$ cat src/rtl/mult_seq_pkg.sv
// Shared constants and types for the sequential shift-add multiplier.
package mult_seq_pkg;

  localparam int unsigned WIDTH = 32;
  localparam int unsigned ITER  = 32;
  localparam int unsigned CNT_W = $clog2(ITER);
  localparam int unsigned ACC_W = 2 * WIDTH;

  typedef enum logic [1:0] {
    IDLE = 2'b00,
    BUSY = 2'b01,
    DONE = 2'b10
  } state_t;

  typedef struct packed {
    logic [WIDTH-1:0] hi;
    logic [WIDTH-1:0] lo;
  } product_t;

endpackage

$ cat src/rtl/mult_seq_if.sv
// Issue/result bus between the instruction pipeline and the multiplier.
interface mult_seq_if;
  import mult_seq_pkg::*;

  logic             start;
  logic [WIDTH-1:0] op_a;
  logic [WIDTH-1:0] op_b;
  logic             rd_hilo;
  logic             stall;
  logic             busy;
  logic             done;
  logic [WIDTH-1:0] hi;
  logic [WIDTH-1:0] lo;

  modport master (
    output start, op_a, op_b, rd_hilo,
    input  stall, busy, done, hi, lo
  );

  modport slave (
    input  start, op_a, op_b, rd_hilo,
    output stall, busy, done, hi, lo
  );

endinterface

$ cat src/rtl/mult_datapath.sv
// Shift-add accumulator: 64-bit {partial product, multiplier} register and
// a 33-bit adder; one multiplier bit is retired per step.
module mult_datapath
  import mult_seq_pkg::*;
(
  input  logic             clk,
  input  logic             rst,
  input  logic             load,
  input  logic             step,
  input  logic [WIDTH-1:0] op_a,
  input  logic [WIDTH-1:0] op_b,
  output logic [ACC_W-1:0] product_c
);

  logic [WIDTH-1:0] mcand;
  logic [ACC_W-1:0] acc;
  logic [WIDTH:0]   sum_c;

  // Carry out of the upper-half add becomes the new bit 63 after the shift.
  always_comb begin
    sum_c = {1'b0, acc[ACC_W-1:WIDTH]};
    if (acc[0]) begin
      sum_c = sum_c + {1'b0, mcand};
    end
    product_c = {sum_c, acc[WIDTH-1:1]};
  end

  always_ff @(posedge clk or posedge rst) begin
    if (rst) begin
      mcand <= '0;
      acc   <= '0;
    end else if (load) begin
      mcand <= op_a;
      acc   <= {WIDTH'(0), op_b};
    end else if (step) begin
      acc   <= product_c;
    end
  end

endmodule

$ cat src/rtl/mult_seq.sv
// Sequential 32x32 unsigned multiplier: control FSM, step counter,
// pipeline stall generation and the architectural HI/LO registers.
module mult_seq
  import mult_seq_pkg::*;
(
  input  logic       clk,
  input  logic       rst,
  mult_seq_if.slave  bus
);

  state_t           state;
  logic [CNT_W-1:0] cnt;
  product_t         res;
  logic             busy_c;
  logic             accept_c;
  logic             last_c;
  logic [ACC_W-1:0] product_c;

  assign busy_c   = (state == BUSY);
  assign accept_c = bus.start && !busy_c;
  assign last_c   = busy_c && (cnt == CNT_W'(ITER - 1));

  mult_datapath u_datapath (
    .clk       (clk),
    .rst       (rst),
    .load      (accept_c),
    .step      (busy_c),
    .op_a      (bus.op_a),
    .op_b      (bus.op_b),
    .product_c (product_c)
  );

  // HI/LO only move on the final step, so an aborted run leaves no trace.
  always_ff @(posedge clk or posedge rst) begin
    if (rst) begin
      state <= IDLE;
      cnt   <= '0;
      res   <= '0;
    end else begin
      case (state)
        IDLE, DONE: begin
          if (bus.start) begin
            state <= BUSY;
            cnt   <= '0;
          end else begin
            state <= IDLE;
          end
        end
        BUSY: begin
          if (last_c) begin
            state <= DONE;
            res   <= product_t'(product_c);
          end else begin
            cnt   <= cnt + CNT_W'(1);
          end
        end
        default: state <= IDLE;
      endcase
    end
  end

  // Stall must reach the PC in the same cycle the dependent instruction issues.
  assign bus.stall = busy_c && (bus.start || bus.rd_hilo);
  assign bus.busy  = busy_c;
  assign bus.done  = (state == DONE);
  assign bus.hi    = res.hi;
  assign bus.lo    = res.lo;

endmodule

$ cat src/flat_wrapper.sv
// flat-port wrapper written by rule: the top's interface ports become plain ports
module mult_seq_flat import mult_seq_pkg::*;
  (clk, rst, bus_start, bus_op_a, bus_op_b, bus_rd_hilo, bus_stall, bus_busy, bus_done, bus_hi, bus_lo);
  mult_seq_if bus_i ();
  input  logic clk;
  input  logic rst;
  input wire logic [$bits(bus_i.start)-1:0] bus_start;
  input wire logic [$bits(bus_i.op_a)-1:0] bus_op_a;
  input wire logic [$bits(bus_i.op_b)-1:0] bus_op_b;
  input wire logic [$bits(bus_i.rd_hilo)-1:0] bus_rd_hilo;
  output wire logic [$bits(bus_i.stall)-1:0] bus_stall;
  output wire logic [$bits(bus_i.busy)-1:0] bus_busy;
  output wire logic [$bits(bus_i.done)-1:0] bus_done;
  output wire logic [$bits(bus_i.hi)-1:0] bus_hi;
  output wire logic [$bits(bus_i.lo)-1:0] bus_lo;
  assign bus_i.start = bus_start;
  assign bus_i.op_a = bus_op_a;
  assign bus_i.op_b = bus_op_b;
  assign bus_i.rd_hilo = bus_rd_hilo;
  assign bus_stall = bus_i.stall;
  assign bus_busy = bus_i.busy;
  assign bus_done = bus_i.done;
  assign bus_hi = bus_i.hi;
  assign bus_lo = bus_i.lo;
  mult_seq u_core (.clk(clk), .rst(rst), .bus(bus_i));
endmodule
$ cat config.mk
export PLATFORM = sky130hd
export DESIGN_NAME = mult_seq_flat
export DESIGN_NICKNAME = d
export VERILOG_FILES = /design/src/rtl/mult_seq_pkg.sv /design/src/rtl/mult_seq_if.sv /design/src/rtl/mult_datapath.sv /design/src/rtl/mult_seq.sv /design/src/flat_wrapper.sv
export SDC_FILE = /design/constraint.sdc
export NUM_CORES = 1
export LEC_CHECK = 0
export CAP_MARGIN = 25
export CORE_MARGIN = 2
export CORE_UTILIZATION = 40
export DETAILED_ROUTE_END_ITERATION = 7
export GPL_TIMING_DRIVEN = 0
export HOLD_SLACK_MARGIN = 0.15
export PLACE_DENSITY = 0.73
export SETUP_SLACK_MARGIN = 0.5
export SLEW_MARGIN = 10
export SYNTH_ARGS = -nofsm -noshare
export SYNTH_HDL_FRONTEND = slang
export SYNTH_HIERARCHICAL = 1
export SYNTH_SLANG_ARGS = --single-unit
$ cat constraint.sdc
create_clock -name clk -period 3.36 [get_ports clk]
set_input_delay 0.504 -clock clk [delete_from_list [all_inputs] [get_ports clk]]
set_output_delay 0.504 -clock clk [all_outputs]
set_load 0.01 [all_outputs]
# After elaboration in Yosys (flattened, before gate mapping)

Index checks and enable logic that the tools add are counted.

Register bits after elaboration: 167

Add/sub/neg operators: 2
Equal/unequal tests: 6
Multiplexer cells: 9
Reduce and logical (&&, ||, !) cells: 11

Operator list:

| kind                | number |
|---|---|
| $mux 64             | 2 |
| $add 32x32->33      | 1 |
| $mux 33             | 1 |
| $mux 5              | 2 |
| $pmux 5 s2          | 1 |
| $ne 2x2->1 const B  | 3 |
| $add 5x1->5 const B | 1 |
| $eq 5x5->1 const B  | 1 |
| $pmux 2 s2          | 1 |
| $reduce_bool 2->1   | 2 |
| $logic_and 1x1->1   | 3 |
| $reduce_and 3->1    | 1 |
| $eq 2x1->1 const B  | 1 |
| $eq 2x2->1 const B  | 1 |
| $logic_not 2->1     | 1 |
| $mux 2              | 1 |
| $reduce_and 2->1    | 1 |
| $reduce_or 2->1     | 1 |
| $logic_not 1->1     | 1 |
| $logic_or 1x1->1    | 1 |
| $mux 1              | 1 |

# Longest topological paths before layout

Gate-level depths: netlist of the first run.

Word-level depth: 4
Gate-level depth with buffers: 11
Mapped depth without buffers: 11

# Modules after synthesis

The synthesis of the first run kept the hierarchy.

By module, submodules not included:

| module        | instances | cells an instance | area an instance (um^2) | seq. area each (um^2) |
|---|---|---|---|---|
| mult_datapath | 1         | 665               | 6,505.0                 | 2,402.3 |
| mult_seq      | 1         | 174               | 3,031.7                 | 1,776.7 |

# Least setup slack after synthesis of the first run

OpenSTA, ideal clock, no wires.

Path type: reg2reg
Start: register u_core.u_datapath.mcand[0]
End: register u_core.res, in the netlist u_core/bus.hi[25]
Library setup time: 0.125 ns
Arrival time: 2.629 ns
Data required time: 3.235 ns
Path slack: 0.606 ns
Cell stages (with the launch flop): 12
Cell sequence: dfrtp_1 > ha_1 > fa_1 > a21oi_1 > o211ai_1 > a21oi_2 > a21oi_4 > a31oi_4 > o41ai_2 > xor2_1 > mux2_2 > mux2_2

Word-level cells in the longest chain between the ends: 2

RTL lines:

| item                     | line                | RTL |
|---|---|---|
| start, declared          | mult_datapath.sv:15 | `logic [WIDTH-1:0] mcand;` |
| start signal, assigned   | mult_datapath.sv:33 | `mcand <= op_a;` |
| $add 32x32->33           | mult_datapath.sv:23 | `sum_c = sum_c + {1'b0, mcand};` |
| $mux 33                  | mult_datapath.sv:22 | `if (acc[0]) begin` |
| net u_core.product_c[57] | mult_seq.sv:17      | `logic [ACC_W-1:0] product_c;` |
| end signal, assigned     | mult_seq.sv:52      | `res <= product_t'(product_c);` |
| end, declared            | mult_seq.sv:13      | `product_t res;` |

The timed path passes the listed nets, and every way through them passes these cells.
A chain may end at the register's enable or synchronous reset.

# Final worst setup path of the first run

Start: register u_core.u_datapath.acc[32]
End: register u_core.u_datapath.acc[59]

Word-level cells in the longest chain between the ends: 4

RTL lines:

| item                   | line                | RTL |
|---|---|---|
| start, declared        | mult_datapath.sv:16 | `logic [ACC_W-1:0] acc;` |
| start signal, assigned | mult_datapath.sv:34 | `acc <= {WIDTH'(0), op_b};` |
| start signal, assigned | mult_datapath.sv:36 | `acc <= product_c;` |
| $add 32x32->33         | mult_datapath.sv:23 |  |
| $mux 33                | mult_datapath.sv:22 |  |
| $mux 64                | mult_datapath.sv:35 | `end else if (step) begin` |
| $mux 64                | mult_datapath.sv:32 | `end else if (load) begin` |

Every way passes these cells. The select of a mux whose other input is x is not followed.

==> results of run 1 <==
power groups by stage:
stage / combinational [mW] / clock (mW) / sequential (mW)
after floorplan: 5.72 / 0 / 3.62
after global placement: 7.65 / 0 / 3.67
after detailed placement: 7.84 / 0 / 3.69
after CTS: 8.20 / 2.07 / 3.67
after global routing: 9.49 / 2.16 / 3.83
final: 8.74 / 2.02 / 3.71
synth_stat cells (3+ instances only):
library cell / count
clkbuf_1: 27
a311oi_2: 3
nand3_1: 6
buf_4: 31
buf_12: 6
clkbuf_8: 5
a31oi_1: 6
nand4_1: 8
a21o_1: 17
nor2b_1: 3
o21a_1: 12
dfrtp_1: 167
mux2_2: 69
xnor2_1: 18
xor2_1: 8
mux2i_1: 45
nor2_1: 53
inv_1: 12
o211a_1: 6
buf_6: 3
a211oi_1: 3
o31a_1: 5
ha_1: 34
mux2_4: 50
nor3_1: 5
a21oi_1: 40
or2_2: 4
or3_1: 6
nand2b_1: 3
o21ai_0: 52
nand2_1: 72
flip-flops by register name, indices dropped and copies added, names as in the netlist:
register / count
u_core/state: 2
u_core/u_datapath/acc: 64
u_core/bus.hi: 32
u_core/bus.lo: 32
u_core/u_datapath/mcand: 32
u_core/cnt: 5
stage by stage:
stage | instances | area (um2) | setup slack, ns | setup TNS [ns] | hold slack [ns]
final | 1347 | 12400 | 0.436 | 0 | 0.428
after global routing | 1347 | 12400 | 0.355 | 0 | 0.454
after CTS | 1337 | 12100 | 0.504 | 0 | 0.425
after detailed placement | 1295 | 11400 | 0.168 | 0 | 0.492
after global placement | 1292 | 11300 | -0.550 | -38.74 | 0.487
after floorplan | 839 | 9540 | 0.606 | 0 | 0.472
worst min-delay path by stage:
stage / startpoint / end / slack (ns)
finish: rst / u_core/bus.lo[4]$_DFFE_PP0P_ / 0.43
global route: rst / u_core/bus.lo[11]$_DFFE_PP0P_ / 0.45
CTS: rst / u_core/bus.lo[7]$_DFFE_PP0P_ / 0.43
detailed placement: u_core/bus.hi[29]$_DFFE_PP0P_ / u_core/bus.hi[29]$_DFFE_PP0P_ / 0.49
global placement: u_core/cnt[4]$_DFFE_PP0P_ / u_core/cnt[4]$_DFFE_PP0P_ / 0.49
floorplan: u_core/cnt[4]$_DFFE_PP0P_ / u_core/cnt[4]$_DFFE_PP0P_ / 0.47
logic make-up after synthesis:
logic type / Yosys count
AOI/OAI and AO/OA: 177
xor gates and xnor gates: 26
adders and majority gates: 35
buffers and inverters: 94
DFF: 167
muxes: 164
and+or+nand+nor: 176
per-layer routing:
| metal | track usage (%) | vias up | wire length (um) |
|---|---|---|---|
| met5 | 0 | - | 0 |
| met2 | 32.0 | 235 | 11700 |
| met4 | 7.55 | 0 | 522 |
| met3 | 4.16 | 41 | 1540 |
| li1 | - | 3327 | - |
| met1 | 27.0 | 3508 | 10800 |
final cells by class:
| type | count | area (um2) |
|---|---|---|
| Clock buffer | 18 | 439 |
| Tap cell | 319 | 399 |
| Timing Repair Buffer | 157 | 1570 |
| Clock inverter | 14 | 173 |
| Buffer | 80 | 632 |
| Fill cell | 2048 | 11100 |
| Multi-Input combinational cell | 578 | 4920 |
| Sequential cell | 167 | 4180 |
| Inverter | 14 | 60.1 |
timing repair:
| action | in CTS | in global routing |
|---|---|---|
| hold endpoints to repair | 0 | 0 |
| setup endpoints to repair | 11 | 27 |
| hold buffers | 0 | 0 |
| gates resized for setup | 15 | 35 |
| pin swaps | 10 | 22 |
| setup buffers | 10 | 10 |
==> flow_summary.toml, run 1 <==
[place]
dp_hpwl_mm = 17.3
place.port_buffers = 134
place.gp.congestion = 0.861

[power_and_ir_drop]
combPwrFrac_pct = 60.4
p_sw_share_pct = 40.7
p_clk_share_pct = 14.0
internal-power_mw = 8.59
total_power_mw = 14.5
irDropWorstVdd_uv = 410
seqPwrFrac_pct = 25.7
p_leak_nw = 5.78
p_sw_mw = 5.88
power_per_cell_area_nw_per_um2 = 1170

[status]
status = "finished clean"

[global_route]
antenna_found_initial = 0
grt_first_pass_wirelength_mm = 38.8
grt.overflow.total = 0
first_global_vias = 7195
grt_max_degree = 56
grt_usage_pct = 20.1

[floorplanning]
dieArea_um2 = 25100
initial_core_util_pct = 40.6
num_rows = 56
boundaryPins = 135
die_x_um = 158
core_area_um2 = 23500
fp.dieH_um = 158

[synthesis]
async_flop_share_pct = 100
yosys.area.top_type = "dfrtp_1"
synth-main-ff-cell = "dfrtp_1"
synth_cell_types = 77
synth_compound_area_share_pct = 12.7
ys_ff_latch = 167
synthXorXnorAreaFrac_pct = 2.39
yosysWarningCount = 6
ys_seq_area_share_pct = 43.8
synth_top_family_by_area = "multiplexers"
synthMuxAreaShare_pct = 20.7
synth_top_area_share_pct = 43.8
syn-num-nets = 942
synth-edff-count = 0
synth_area_um2 = 9540
synth.avg_cell_area_um2 = 11.4
syn_inst = 839
synth_adder_area_share_pct = 4.67
synthSimpleGateAreaFrac_pct = 8.48
synthTopCellsByArea = "dfrtp_1, mux2_2, mux2_4, mux2i_1, ha_1"

[critical_path]
timing.rr.end = "u_core/u_datapath/acc[59]$_DFFE_PP0P_"
r2r_start = "u_core/u_datapath/acc[32]$_DFFE_PP0P_"
cp.depth = 11
arrival_ns = 3.26
startpoint_type = "flop"
crit_path_end_kind = "flop"
crit_chain = "ha_2 -> fa_2 -> a21oi_2 -> o211ai_1 -> a21oi_2 -> a21oi_4 -> buf_6 -> a31oi_4 -> o31a_1 -> mux2_4 -> a311oi_2"
path_delay_family = "compound AO/OA/AOI/OAI gates"
path_buf_inv = 1
reg2reg_depth = 11
critPathKind = "reg2reg"
slowest_stage = "fa_2"
startpoint = "u_core/u_datapath/acc[32]$_DFFE_PP0P_"
crit_required_ns = 3.70
cpPeakStageDelay_ns = 0.41
cp_common_cell = "a21oi_2"
crit_path_end = "u_core/u_datapath/acc[59]$_DFFE_PP0P_"
rrSetupSlack_ns = 0.44
path_max_fanout = 5

[sta]
worst_pin_slew_ns = 0.794
finalHoldViolCount = 0
clock-skew-final_ns = 0.0147
clock.fmax_mhz = 342
period_needed_ns = 2.92
maxSlewHeadroom_pct = 47.0
final_max_slew_viol_count = 0
rsz0062_at_grt = "true"
setup_viol = 0
period_share_pct = 87.0

[layout]
antenna_cells = 0
final_common_cell = "dfrtp_1"
drive_gt1_share_pct = 27.0
finish.utilization_pct = 52.7
area_delta_synth_final_pct = 29.7
finalNetCount = 1118
final_cell_mix = "dfrtp_1, clkdlybuf4s50_1, nand2_1"

[drt]
viasPerCell = 5.28
drtIter0Drc = 533
wl_mm = 24.6
wl_per_cell_um = 18.3
drc = 0
vias = 7111
ant_nets = 0
drt-pass1-iter-count = 5

[clocking]
cts_tree = "built"
clkTransAtPathRegs_ns = 0.08
clockBufferDepth = 2
insertion_delay_ns = 0.44
cts-root-buf = "clkbuf_16"
cts.sinks = 167
htree_levels = 4
cts_buffers = 17

[min_path]
worstHoldPathType = "in2async"

[run]
cap_viol_max_count = 0
Power figures use the tool's default switching activity.
==> run 2, diff against run 1 <==
--- a/config.mk
+++ b/config.mk
@@ -5,10 +5,11 @@
 export SDC_FILE = /design/constraint.sdc
 export NUM_CORES = 1
 export LEC_CHECK = 0
-export CAP_MARGIN = 25
+export CAP_MARGIN = 30
 export CORE_MARGIN = 2
 export CORE_UTILIZATION = 40
 export DETAILED_ROUTE_END_ITERATION = 7
+export GPL_ROUTABILITY_DRIVEN = 1
 export GPL_TIMING_DRIVEN = 0
 export HOLD_SLACK_MARGIN = 0.15
 export PLACE_DENSITY = 0.73
==> run 2 against run 1 <==
  * Setup slack is the same
  * Critical path type unchanged
  * Largest power group unchanged
  * Final area is the same
  * Register-to-register slack is essentially flat
  * Via count is the same
  * Maximum frequency is the same
==> flow_summary.toml, run 2 (synthesis gave the netlist of run 1 again) <==
[status]
status = "finished clean"

[drt]
vias = 7111
drt-pass1-iter-count = 5
drtIter0Drc = 533
drc = 0
wl_per_cell_um = 18.3
ant_nets = 0
wl_mm = 24.6
viasPerCell = 5.28

[sta]
whs_ns = 0.428
setup_viol = 0
period_share_pct = 87.0
finalHoldViolCount = 0
fin_setup_tns_ns = 0
maxSlewHeadroom_pct = 47.0
final_max_slew_viol_count = 0
finalWorstSetupSlack_ns = 0.436
worst_pin_slew_ns = 0.794
rsz0062_at_grt = "true"
clock-skew-final_ns = 0.0147
clock.fmax_mhz = 342
period_needed_ns = 2.92

[layout]
antenna_cells = 0
area_delta_synth_final_pct = 29.7
largest_reg_flops = 64
drive_gt1_share_pct = 27.0
final_common_cell = "dfrtp_1"
finish.utilization_pct = 52.7
top_register = "u_core/u_datapath/acc"
postLayoutCellArea_um2 = 12400
finalNetCount = 1118
final_cell_mix = "dfrtp_1, clkdlybuf4s50_1, nand2_1"
stdcell_count = 1347

[floorplanning]
die_x_um = 158
boundaryPins = 135
core_area_um2 = 23500
initial_core_util_pct = 40.6
num_rows = 56
fp.dieH_um = 158
dieArea_um2 = 25100

[place]
numPlacedInstances = 1295
place_ws_ns = 0.168
place.port_buffers = 134
place.gp.congestion = 0.861
place_area_um2 = 11400
dp_hpwl_mm = 17.3

[min_path]
worstHoldPathType = "in2async"

[power_and_ir_drop]
p_clk_share_pct = 14.0
seqPwrFrac_pct = 25.7
p_sw_mw = 5.88
irDropWorstVdd_uv = 410
power_per_cell_area_nw_per_um2 = 1170
p_leak_nw = 5.78
total_power_mw = 14.5
combPwrFrac_pct = 60.4
internal-power_mw = 8.59
p_sw_share_pct = 40.7

[critical_path]
path_delay_family = "compound AO/OA/AOI/OAI gates"
cp_common_cell = "a21oi_2"
crit_path_end_kind = "flop"
slowest_stage = "fa_2"
crit_required_ns = 3.70
crit_chain = "ha_2 -> fa_2 -> a21oi_2 -> o211ai_1 -> a21oi_2 -> a21oi_4 -> buf_6 -> a31oi_4 -> o31a_1 -> mux2_4 -> a311oi_2"
startpoint_type = "flop"
arrival_ns = 3.26
path_max_fanout = 5
critPathKind = "reg2reg"
cpPeakStageDelay_ns = 0.41
path_buf_inv = 1

[global_route]
antenna_found_initial = 0
grt_usage_pct = 20.1
grt_first_pass_wirelength_mm = 38.8
grt_max_degree = 56
grt.overflow.total = 0
first_global_vias = 7195

[clocking]
cts.sinks = 167
htree_levels = 4
insertion_delay_ns = 0.44
clockBufferDepth = 2
cts_hold_buf = 0
clkTransAtPathRegs_ns = 0.08
cts_tree = "built"
cts-root-buf = "clkbuf_16"
cts_buffers = 17

[run]
cap_viol_max_count = 0
-- run 2: final cells by class --
| type | instances | area (um2) |
|---|---|---|
| fill | 2048 | 11100 |
| multi-input combinational | 578 | 4920 |
| timing repair buffer | 157 | 1570 |
| sequential | 167 | 4180 |
| clock inverter | 14 | 173 |
| buffer | 80 | 632 |
| clock buffer | 18 | 439 |
| inverter | 14 | 60.1 |
| tap | 319 | 399 |
-- run 2: power by group through the flow --
stage	registers, mW	logic [mW]	clock network, mW
global route	3.83	9.49	2.16
global placement	3.67	7.65	0
finish	3.71	8.74	2.02
CTS	3.67	8.20	2.07
floorplan	3.62	5.72	0
detailed placement	3.69	7.84	0
-- run 2: layer usage --
metal	wire [um]	up-vias	GRT usage, %
li1	-	3327	-
met1	10800	3508	27.0
met2	11700	235	32.0
met3	1540	41	4.16
met4	522	0	7.55
met5	0	-	0
-- run 2: worst reg2reg max path, stage by stage (launching register included) --
cell and delay (ns):
dfrtp_1 0.40, ha_2 0.21, fa_2 0.41, a21oi_2 0.17, o211ai_1 0.13, a21oi_2 0.25, a21oi_4 0.10, buf_6 0.14
a31oi_4 0.30, o31a_1 0.20, mux2_4 0.31, a311oi_2 0.22
-- run 2: worst paths after layout --
check	startpoint	endpoint	slack (ns)	cells past startpoint
worst max register to register	u_core/u_datapath/acc[32]$_DFFE_PP0P_	u_core/u_datapath/acc[59]$_DFFE_PP0P_	0.44	11
worst max-delay path	u_core/u_datapath/acc[32]$_DFFE_PP0P_	u_core/u_datapath/acc[59]$_DFFE_PP0P_	0.44	11
max in group asynchronous	rst	u_core/u_datapath/mcand[21]$_DFFE_PP0P_	1.87	4
min in group clk	u_core/bus.hi[29]$_DFFE_PP0P_	u_core/bus.hi[29]$_DFFE_PP0P_	0.51	1
worst min register to register	u_core/bus.hi[29]$_DFFE_PP0P_	u_core/bus.hi[29]$_DFFE_PP0P_	0.51	1
worst min-delay path	rst	u_core/bus.lo[4]$_DFFE_PP0P_	0.43	2
-- run 2: what timing repair did --
item | 4_1_cts | 5_1_grt
endpoints found under the hold margin | 0 | 0
setup endpoints to repair | 11 | 27
pin swaps | 10 | 22
buffers inserted | 10 | 10
resized for setup | 15 | 35
==> run 3, diff against run 2 <==
--- a/config.mk
+++ b/config.mk
@@ -8,6 +8,7 @@
 export CAP_MARGIN = 30
 export CORE_MARGIN = 2
 export CORE_UTILIZATION = 40
+export CTS_CLUSTER_DIAMETER = 30
 export DETAILED_ROUTE_END_ITERATION = 7
 export GPL_ROUTABILITY_DRIVEN = 1
 export GPL_TIMING_DRIVEN = 0
==> results of run 3 <==
The final DEF is identical to that of run 2; final timing and power are the same.
